**src/rtl/avalon_mem_arbiter.sv**
```systemverilog
// Two-port Avalon-MM master arbiter: an instruction-fetch port and a data read/write port share
// one Avalon-MM master with at most one transaction in flight.
//
// Ports
//   CLK, RST              single clock, synchronous active-high reset
//   i_req/i_addr          fetch request (level) and address
//   i_rdata/i_done        fetched word and one-cycle completion pulse
//   d_rd/d_wr/d_addr/     data read/write request (level), address, write data
//   d_wdata
//   d_rdata/d_done        read data and one-cycle completion pulse
//   err                   pulses with i_done/d_done on timeout or illegal request (d_rd & d_wr)
//   avm_*                 Avalon-MM master (word aligned, all byte lanes enabled)
//   busy                  high whenever the arbiter is not idle
//
// Parameters
//   PRIO     1: data port always wins; 0: round-robin on contention
//   TIMEOUT  cycles allowed in command/wait states before the transfer is aborted (1..65535)
module avalon_mem_arbiter #(
  parameter int unsigned PRIO    = 1,
  parameter int unsigned TIMEOUT = 255
) (
  input  logic        CLK,
  input  logic        RST,
  input  logic        i_req,
  input  logic [31:0] i_addr,
  output logic [31:0] i_rdata,
  output logic        i_done,
  input  logic        d_rd,
  input  logic        d_wr,
  input  logic [31:0] d_addr,
  input  logic [31:0] d_wdata,
  output logic [31:0] d_rdata,
  output logic        d_done,
  output logic        err,
  output logic [31:0] avm_address,
  output logic        avm_read,
  output logic        avm_write,
  output logic [31:0] avm_writedata,
  output logic [3:0]  avm_byteenable,
  input  logic        avm_waitrequest,
  input  logic        avm_readdatavalid,
  input  logic [31:0] avm_readdata,
  output logic        busy
);

  localparam logic [31:0] AddrMask  = 32'hFFFF_FFFC;
  localparam logic [16:0] TimeoutW  = 17'(TIMEOUT);
  localparam logic        FixedPrio = (PRIO != 0);

  typedef enum logic [2:0] {
    StIdle,
    StICmd,
    StIWait,
    StDRd,
    StDRWait,
    StDWr,
    StDone
  } state_e;

  state_e      state_q, state_d;
  logic [31:0] addr_q, addr_d;
  logic [31:0] wdata_q, wdata_d;
  logic        read_q, read_d;
  logic        write_q, write_d;
  logic [31:0] i_rdata_q, i_rdata_d;
  logic [31:0] d_rdata_q, d_rdata_d;
  logic        i_done_q, i_done_d;
  logic        d_done_q, d_done_d;
  logic        err_q, err_d;
  logic [15:0] cnt_q, cnt_d;
  logic        last_d_q, last_d_d;  // 1: data port was granted last
  logic        ill_q, ill_d;        // current data request had both d_rd and d_wr set
  logic        busy_q;

  logic        d_pend;
  logic        grant_data;
  logic [16:0] cnt_inc;
  logic        timeout_hit;

  assign d_pend = d_rd | d_wr;
  // Round-robin: on contention the data port wins only if fetch was granted last.
  assign grant_data  = d_pend & (FixedPrio | ~i_req | ~last_d_q);
  assign cnt_inc     = {1'b0, cnt_q} + 17'd1;
  // Set in the cycle that would be the TIMEOUT-th one spent in command/wait states.
  assign timeout_hit = (cnt_inc >= TimeoutW);

  always_comb begin
    state_d   = state_q;
    addr_d    = addr_q;
    wdata_d   = wdata_q;
    read_d    = read_q;
    write_d   = write_q;
    i_rdata_d = i_rdata_q;
    d_rdata_d = d_rdata_q;
    i_done_d  = 1'b0;
    d_done_d  = 1'b0;
    err_d     = 1'b0;
    cnt_d     = cnt_q;
    last_d_d  = last_d_q;
    ill_d     = ill_q;

    unique case (state_q)
      StIdle: begin
        if (grant_data) begin
          addr_d   = d_addr & AddrMask;
          wdata_d  = d_wdata;
          cnt_d    = '0;
          last_d_d = 1'b1;
          ill_d    = d_rd & d_wr;
          if (d_wr) begin
            state_d = StDWr;
            write_d = 1'b1;
          end else begin
            state_d = StDRd;
            read_d  = 1'b1;
          end
        end else if (i_req) begin
          addr_d   = i_addr & AddrMask;
          cnt_d    = '0;
          last_d_d = 1'b0;
          ill_d    = 1'b0;
          state_d  = StICmd;
          read_d   = 1'b1;
        end
      end

      // An accept in the last allowed cycle still leaves the read data outstanding, so the
      // timeout takes precedence over waitrequest here.
      StICmd: begin
        cnt_d = cnt_inc[15:0];
        if (timeout_hit) begin
          read_d    = 1'b0;
          i_rdata_d = '0;
          i_done_d  = 1'b1;
          err_d     = 1'b1;
          state_d   = StDone;
        end else if (!avm_waitrequest) begin
          read_d  = 1'b0;
          state_d = StIWait;
        end
      end

      StIWait: begin
        cnt_d = cnt_inc[15:0];
        if (avm_readdatavalid) begin
          i_rdata_d = avm_readdata;
          i_done_d  = 1'b1;
          state_d   = StDone;
        end else if (timeout_hit) begin
          i_rdata_d = '0;
          i_done_d  = 1'b1;
          err_d     = 1'b1;
          state_d   = StDone;
        end
      end

      StDRd: begin
        cnt_d = cnt_inc[15:0];
        if (timeout_hit) begin
          read_d    = 1'b0;
          d_rdata_d = '0;
          d_done_d  = 1'b1;
          err_d     = 1'b1;
          state_d   = StDone;
        end else if (!avm_waitrequest) begin
          read_d  = 1'b0;
          state_d = StDRWait;
        end
      end

      StDRWait: begin
        cnt_d = cnt_inc[15:0];
        if (avm_readdatavalid) begin
          d_rdata_d = avm_readdata;
          d_done_d  = 1'b1;
          state_d   = StDone;
        end else if (timeout_hit) begin
          d_rdata_d = '0;
          d_done_d  = 1'b1;
          err_d     = 1'b1;
          state_d   = StDone;
        end
      end

      StDWr: begin
        cnt_d = cnt_inc[15:0];
        if (!avm_waitrequest) begin
          write_d  = 1'b0;
          d_done_d = 1'b1;
          err_d    = ill_q;
          state_d  = StDone;
        end else if (timeout_hit) begin
          write_d  = 1'b0;
          d_done_d = 1'b1;
          err_d    = 1'b1;
          state_d  = StDone;
        end
      end

      StDone: begin
        state_d = StIdle;
      end

      default: begin
        state_d = StIdle;
      end
    endcase
  end

  always_ff @(posedge CLK) begin
    if (RST) begin
      state_q   <= StIdle;
      addr_q    <= '0;
      wdata_q   <= '0;
      read_q    <= 1'b0;
      write_q   <= 1'b0;
      i_rdata_q <= '0;
      d_rdata_q <= '0;
      i_done_q  <= 1'b0;
      d_done_q  <= 1'b0;
      err_q     <= 1'b0;
      cnt_q     <= '0;
      last_d_q  <= 1'b1;
      ill_q     <= 1'b0;
      busy_q    <= 1'b0;
    end else begin
      state_q   <= state_d;
      addr_q    <= addr_d;
      wdata_q   <= wdata_d;
      read_q    <= read_d;
      write_q   <= write_d;
      i_rdata_q <= i_rdata_d;
      d_rdata_q <= d_rdata_d;
      i_done_q  <= i_done_d;
      d_done_q  <= d_done_d;
      err_q     <= err_d;
      cnt_q     <= cnt_d;
      last_d_q  <= last_d_d;
      ill_q     <= ill_d;
      busy_q    <= (state_d != StIdle);
    end
  end

  assign i_rdata        = i_rdata_q;
  assign i_done         = i_done_q;
  assign d_rdata        = d_rdata_q;
  assign d_done         = d_done_q;
  assign err            = err_q;
  assign avm_address    = addr_q;
  assign avm_read       = read_q;
  assign avm_write      = write_q;
  assign avm_writedata  = wdata_q;
  assign avm_byteenable = 4'hF;
  assign busy           = busy_q;

endmodule

```
**config.mk**
```make
export PLATFORM = sky130hd
export DESIGN_NAME = avalon_mem_arbiter
export DESIGN_NICKNAME = d
export VERILOG_FILES = /design/src/rtl/avalon_mem_arbiter.sv
export SDC_FILE = /design/constraint.sdc
export NUM_CORES = 1
export LEC_CHECK = 0
export ABC_AREA = 0
export BUFFER_PORTS_ARGS = -buffer_cell sky130_fd_sc_hd__buf_2
export CAP_MARGIN = 20
export CORE_MARGIN = 2
export CORE_UTILIZATION = 48
export DETAILED_ROUTE_END_ITERATION = 12
export PLACE_DENSITY = 0.84
export SKIP_LAST_GASP = 1
export SLEW_MARGIN = 25
export SYNTH_ARGS = -nofsm -noshare
export SYNTH_HDL_FRONTEND = slang
export SYNTH_SLANG_ARGS = --single-unit
```
**constraint.sdc**
```tcl
create_clock -name CLK -period 4.62 [get_ports CLK]
set_input_delay 0 -clock CLK [delete_from_list [all_inputs] [get_ports CLK]]
set_output_delay 0 -clock CLK [all_outputs]
set_load 0.05 [all_outputs]
```
### Word-level counts from Yosys, hierarchy flattened

Index checks and enable logic that the tools add are counted.

* $lt $le $gt $ge: 1
* divide/modulo/power cells: 0
* shift operators: 0
* bitwise gates (word level): 2
* reduce and logical (&&, ||, !) cells: 16
* multiply operators: 0
* equality and inequality tests: 11
* muxes and demuxes: 43
* $add $sub $neg: 1

Operators by type and width (number)
* $mux W32: 6
* $pmux W32 S2: 2
* $mux W16: 2
* $pmux W16 S2: 1
* $mux W3: 10
* $add A16 B1 Y17 const B: 1
* $ge A17 B8 Y1 const B: 1
* $mux W1: 16
* $pmux W3 S5: 1
* $reduce_bool A2 Y1: 6
* $ne A3 B3 Y1 const B: 3
* $reduce_and A4 Y1: 2
* $eq A3 B2 Y1 const B: 2
* $eq A3 B3 Y1 const B: 2
* $pmux W1 S2: 3
* $pmux W1 S3: 2
* $reduce_and A2 Y1: 3
* $reduce_or A5 Y1: 1
* $ne A2 B2 Y1 const B: 2
* $reduce_or A2 Y1: 2
* $eq A3 B1 Y1 const B: 1
* $logic_not A3 Y1: 1
* $ne A3 B2 Y1 const B: 1
* $reduce_bool A3 Y1: 1
* other kinds (2): 2

* bits in registers: 154
* bits of input ports: 135
* word-level logic and storage cells: 87
* bits in latches: 0
* output and inout port bits: 138
* memory bits (read-only): 0
* memory bits (writable): 0
* memories: 0

### Logic depth before layout (Yosys ltp)

* depth after elaboration: 6
* gate-level depth with buffers: 11
* depth with buffers taken out: 9

### Worst setup path after synthesis

OpenSTA, ideal clock, no wires.

* path kind: reg2reg
* start: reg cnt_q[1]
* end: reg d_rdata_q[0] (netlist: d_rdata[0])
* arrival time: 2.775 ns
* path buffers: 2
* stages on the path, launching flop included: 11
* required time: 4.560 ns
* path slack: 1.785 ns
* setup time: 0.060 ns
* clock period less this slack: 2.835 ns
* cell sequence: dfxtp_1 > ha_1 > and3_1 > buf_6 > nand4_4 > or2_0 > a222oi_1 > nand2_2 > a311oi_2 > buf_6 > a22o_1

* word-level cells in the longest chain between the ends: 5

RTL lines
* start: declaration: line 70 `logic [15:0] cnt_q, cnt_d;`
* start signal: assignment: line 237 `cnt_q <= cnt_d;`
* $add A16 B1 Y17 (*): line 83 `assign cnt_inc = {1'b0, cnt_q} + 17'd1;`
* $ge A17 B8 Y1 (*): line 85 `assign timeout_hit = (cnt_inc >= TimeoutW);`
* $mux W32 (*)
* $mux W32
* $pmux W32 S2 (*)
* end signal: assignment: line 233 `d_rdata_q <= d_rdata_d;`
* end: declaration: line 66 `logic [31:0] d_rdata_q, d_rdata_d;`

Mark *: on every way between the ends. The rest lies on a longest branch, timed or not.
A chain may end at the register's enable or synchronous reset.

### Worst setup path in the final report

* start: reg cnt_q[0]
* end: reg d_rdata_q[29] (netlist: d_rdata[29])

Same word-level chain as after synthesis.

==> results.toml <==
[status]
outcome = "finished, final reports clean"

[hold_path]
min_path_type = "input pin to register"
whs_path_depth = 5
hp-start = "i_req"
min_delay_worst_endpoint = "avm_read"

[finish]
drive_gt1_share_pct = 28.9
regArea_sq_mm = 0.00304
instances_no_fill = 1266
mostFrequentLayoutCell = "buf_2"
multi_input_area_sq_mm = 0.00274
final_area_sq_mm = 0.00927
layout.filler_cells = 877
final_net_count = 1218
layout_common_cells = "261 x buf_2, 152 x dfxtp_1, 150 x nand2_1, 130 x dlygate4sd3_1, 96 x nor2_1"
antennaDiodeCount = 0
flow.area_growth_from_synthesis_pct = 52.1

[logic_synthesis]
post_synth_and_or_nand_nor_area_fraction_pct = 20.9
synthesis.area_sq_mm = 0.00609
synth_sequential_area_ratio_pct = 50.0
synth-adder-area-share_pct = 0.411
yosys_warnings = 0
netlist-cell-type-count = 53
post_synth_mux_area_share_pct = 0.164
cell_count_after_synthesis = 723
synth.avg_cell_area_sq_um = 8.42
synthXorXnorAreaFrac_pct = 0.288
synth_compound_area_share_pct = 22.6
synth_top_family_by_area = "compound AO/OA/AOI/OAI gates"
ys.flop_type = "dfxtp_1"
synth_seq_cells = 152
synth_enable_flop_cells = 0
async_reset_ff_share_pct = 0

[placed_design]
dpl-instance-area_sq_mm = 0.00741
gp_congestion = 0.834
hpwlAfterDp_mm = 11.5
post-place-cells = 1104
pre_cts_slack_ns = 0.969
buffer_ports.inserted = 262

[clock_network]
ctsRootBufferMaster = "clkbuf_16"
ctsLongestPathBuffers = 2
ctsHtreeMaxLevel = 4
post_cts.resized_instances = 0
ctsHoldBuffers = 130
numClockSinks = 152
cts_setup_buffers = 0
cts_buffers = 17
clk-insertion-delay-late_ns = 0.42
cts_tree = "yes"
worst_setup_hold_path_clk_slew_ns = 0.06

[timing]
setup_viol = 0
worstMarginPinSlew_ns = 0.867
timing.fmax_ghz = 0.264
finalWorstPathRequiredPeriod_ns = 3.79
report.final.slew_viol_count = 0
setup-tns-final_ns = 0
slew_headroom_pct = 42.2
postLayoutSetupSlackWorst_ns = 0.834
timing.final.hold_violations = 0
period_share_pct = 81.9
rsz0062_at_grt = "false"
final.setup_skew_ns = 0.0132

[routing]
routed_wire_length_per_instance_um = 16.5
vias_per_cell = 5.45
drcViolationCount = 0
routed_wl_mm = 20.9
drt_iter0_markers = 589
antenna_violating_nets_post_route = 0
firstDrtPassIters = 5
via_count = 6904

[floorplanning]
io_pins = 273
initial_utilization_pct = 48.7
num_rows = 41
core_region_area_sq_mm = 0.0125
floorplan.die.width_um = 117
chip_height_um = 117
die_outline_area_sq_mm = 0.0136

[global_routing]
grt_first_pass_wirelength_mm = 31.5
first_global_vias = 6447
grt_start_max_net_pins = 84
gr-usage-all-layers_pct = 29.3
grt_antenna_before_repair = 0
grt_remaining_overflow = 0

[critical_path]
critical_path.endpoint_type = "register"
critical_path.startpoint_type = "register"
r2r.worst_path.cells = 9
worstSetupPathType = "register to register"
critPathMaxFanout = 25
r2r_setup_slack_ns = 0.83
r2r-start = "cnt_q[0]"
r2r-end = "d_rdata[29]"
cp_data_required_time_ns = 4.98
critPathArrivalTime_ns = 4.14

[power]
power.leakage_uw = 0.00428
largest_vdd_supply_drop_v = 0.000308
power.density_mw_per_mm2 = 532

[flow_run]
cap_violations = 0
-- cell type report --
class / instances / share of cell area, %
clock inverters: 14 / 1.35
inverters: 7 / 0.284
repair buffers: 401 / 29.0
clock buffers: 18 / 4.63
flip-flops and latches: 152 / 32.8
multi-input cells: 502 / 29.6
well taps: 172 / 2.32
-- cells by family (layout without fill, tap and decap cells) --
group,Yosys count,after routing
AND/OR/NAND/NOR,300,300
flip-flops,152,152
XOR/XNOR,2,2
AO/OA/AOI/OAI,191,191
adder cells (fa/ha/maj),2,2
other,2,6
buffers and inverters,73,440
multiplexers,1,1
-- state kept, by name, summed over array words and instances (netlist names), 3 cells and up --
register / count
d_rdata: 32
avm_address: 30
cnt_q: 16
i_rdata: 32
state_q: 3
avm_writedata: 32
-- cell usage after synthesis (3+ instances only) --
library cell,n,share of area [%]
a21oi_1,50,4.1
a22o_1,32,4.6
a22oi_1,34,4.2
a311oi_1,37,5.3
a31oi_1,5,0.51
and3_1,5,0.51
buf_2,5,0.41
buf_4,8,0.99
buf_6,4,0.74
clkbuf_1,45,2.8
clkbuf_2,3,0.25
dfxtp_1,152,50
inv_1,7,0.43
nand2_1,151,9.3
nand3_1,9,0.74
nand4_1,4,0.41
nor2_1,98,6.0
nor2b_1,4,0.41
nor3_1,9,0.74
o211ai_1,3,0.37
o21ai_0,16,1.3
or4_1,3,0.37
-- report_power, final --
part           internal [uW]  switching [uW]  total (uW)
clock network            743             561        1300
logic                    586            1360        1950
registers               1530             152        1680
total                   2860            2080        4930
-- how the worst max path moves through the flow --
stage,startpoint,cells after the start,slack [ns],end
2_1_floorplan,cnt_q[1],10,1.78,d_rdata[0]
3_3_place_gp,cnt_q[0],9,1.07,d_rdata[0]
3_5_place_dp,cnt_q[0],9,0.97,d_rdata[14]
4_1_cts,cnt_q[0],9,0.89,d_rdata[11]
5_1_grt,cnt_q[0],9,0.57,d_rdata[14]
6_report,cnt_q[0],9,0.83,d_rdata[29]
-- routing by layer --
| layer | vias to the layer above | track usage (%) | wire (um) |
|---|---|---|---|
| li1 | 3258 | - | - |
| met1 | 3210 | 34.2 | 8130 |
| met2 | 383 | 49.5 | 10100 |
| met3 | 53 | 8.51 | 1990 |
| met4 | 0 | 14.6 | 677 |
| met5 | - | 0 | 0 |
-- worst max-delay path, stage by stage, from the launching register on --
cell and delay [ns]:
dfxtp_1 0.51, ha_1 0.32, and3_1 0.40, nand4_4 0.18, or2_0 0.25, a222oi_1 0.68
a31oi_1 0.27, a311oi_4 0.52, buf_4 0.38, a22o_1 0.20
-- per-stage QoR --
stage	util (%)	hold WS (ns)	total power [uW]
2_1_floorplan	-	0.133	3000
3_3_place_gp	59.2	0.231	3370
3_5_place_dp	59.2	0.238	3400
4_1_cts	74.0	0.0351	4870
5_1_grt	74.0	0.0779	5170
6_report	74.0	0.0482	4930
Power figures use the tool's default switching activity.
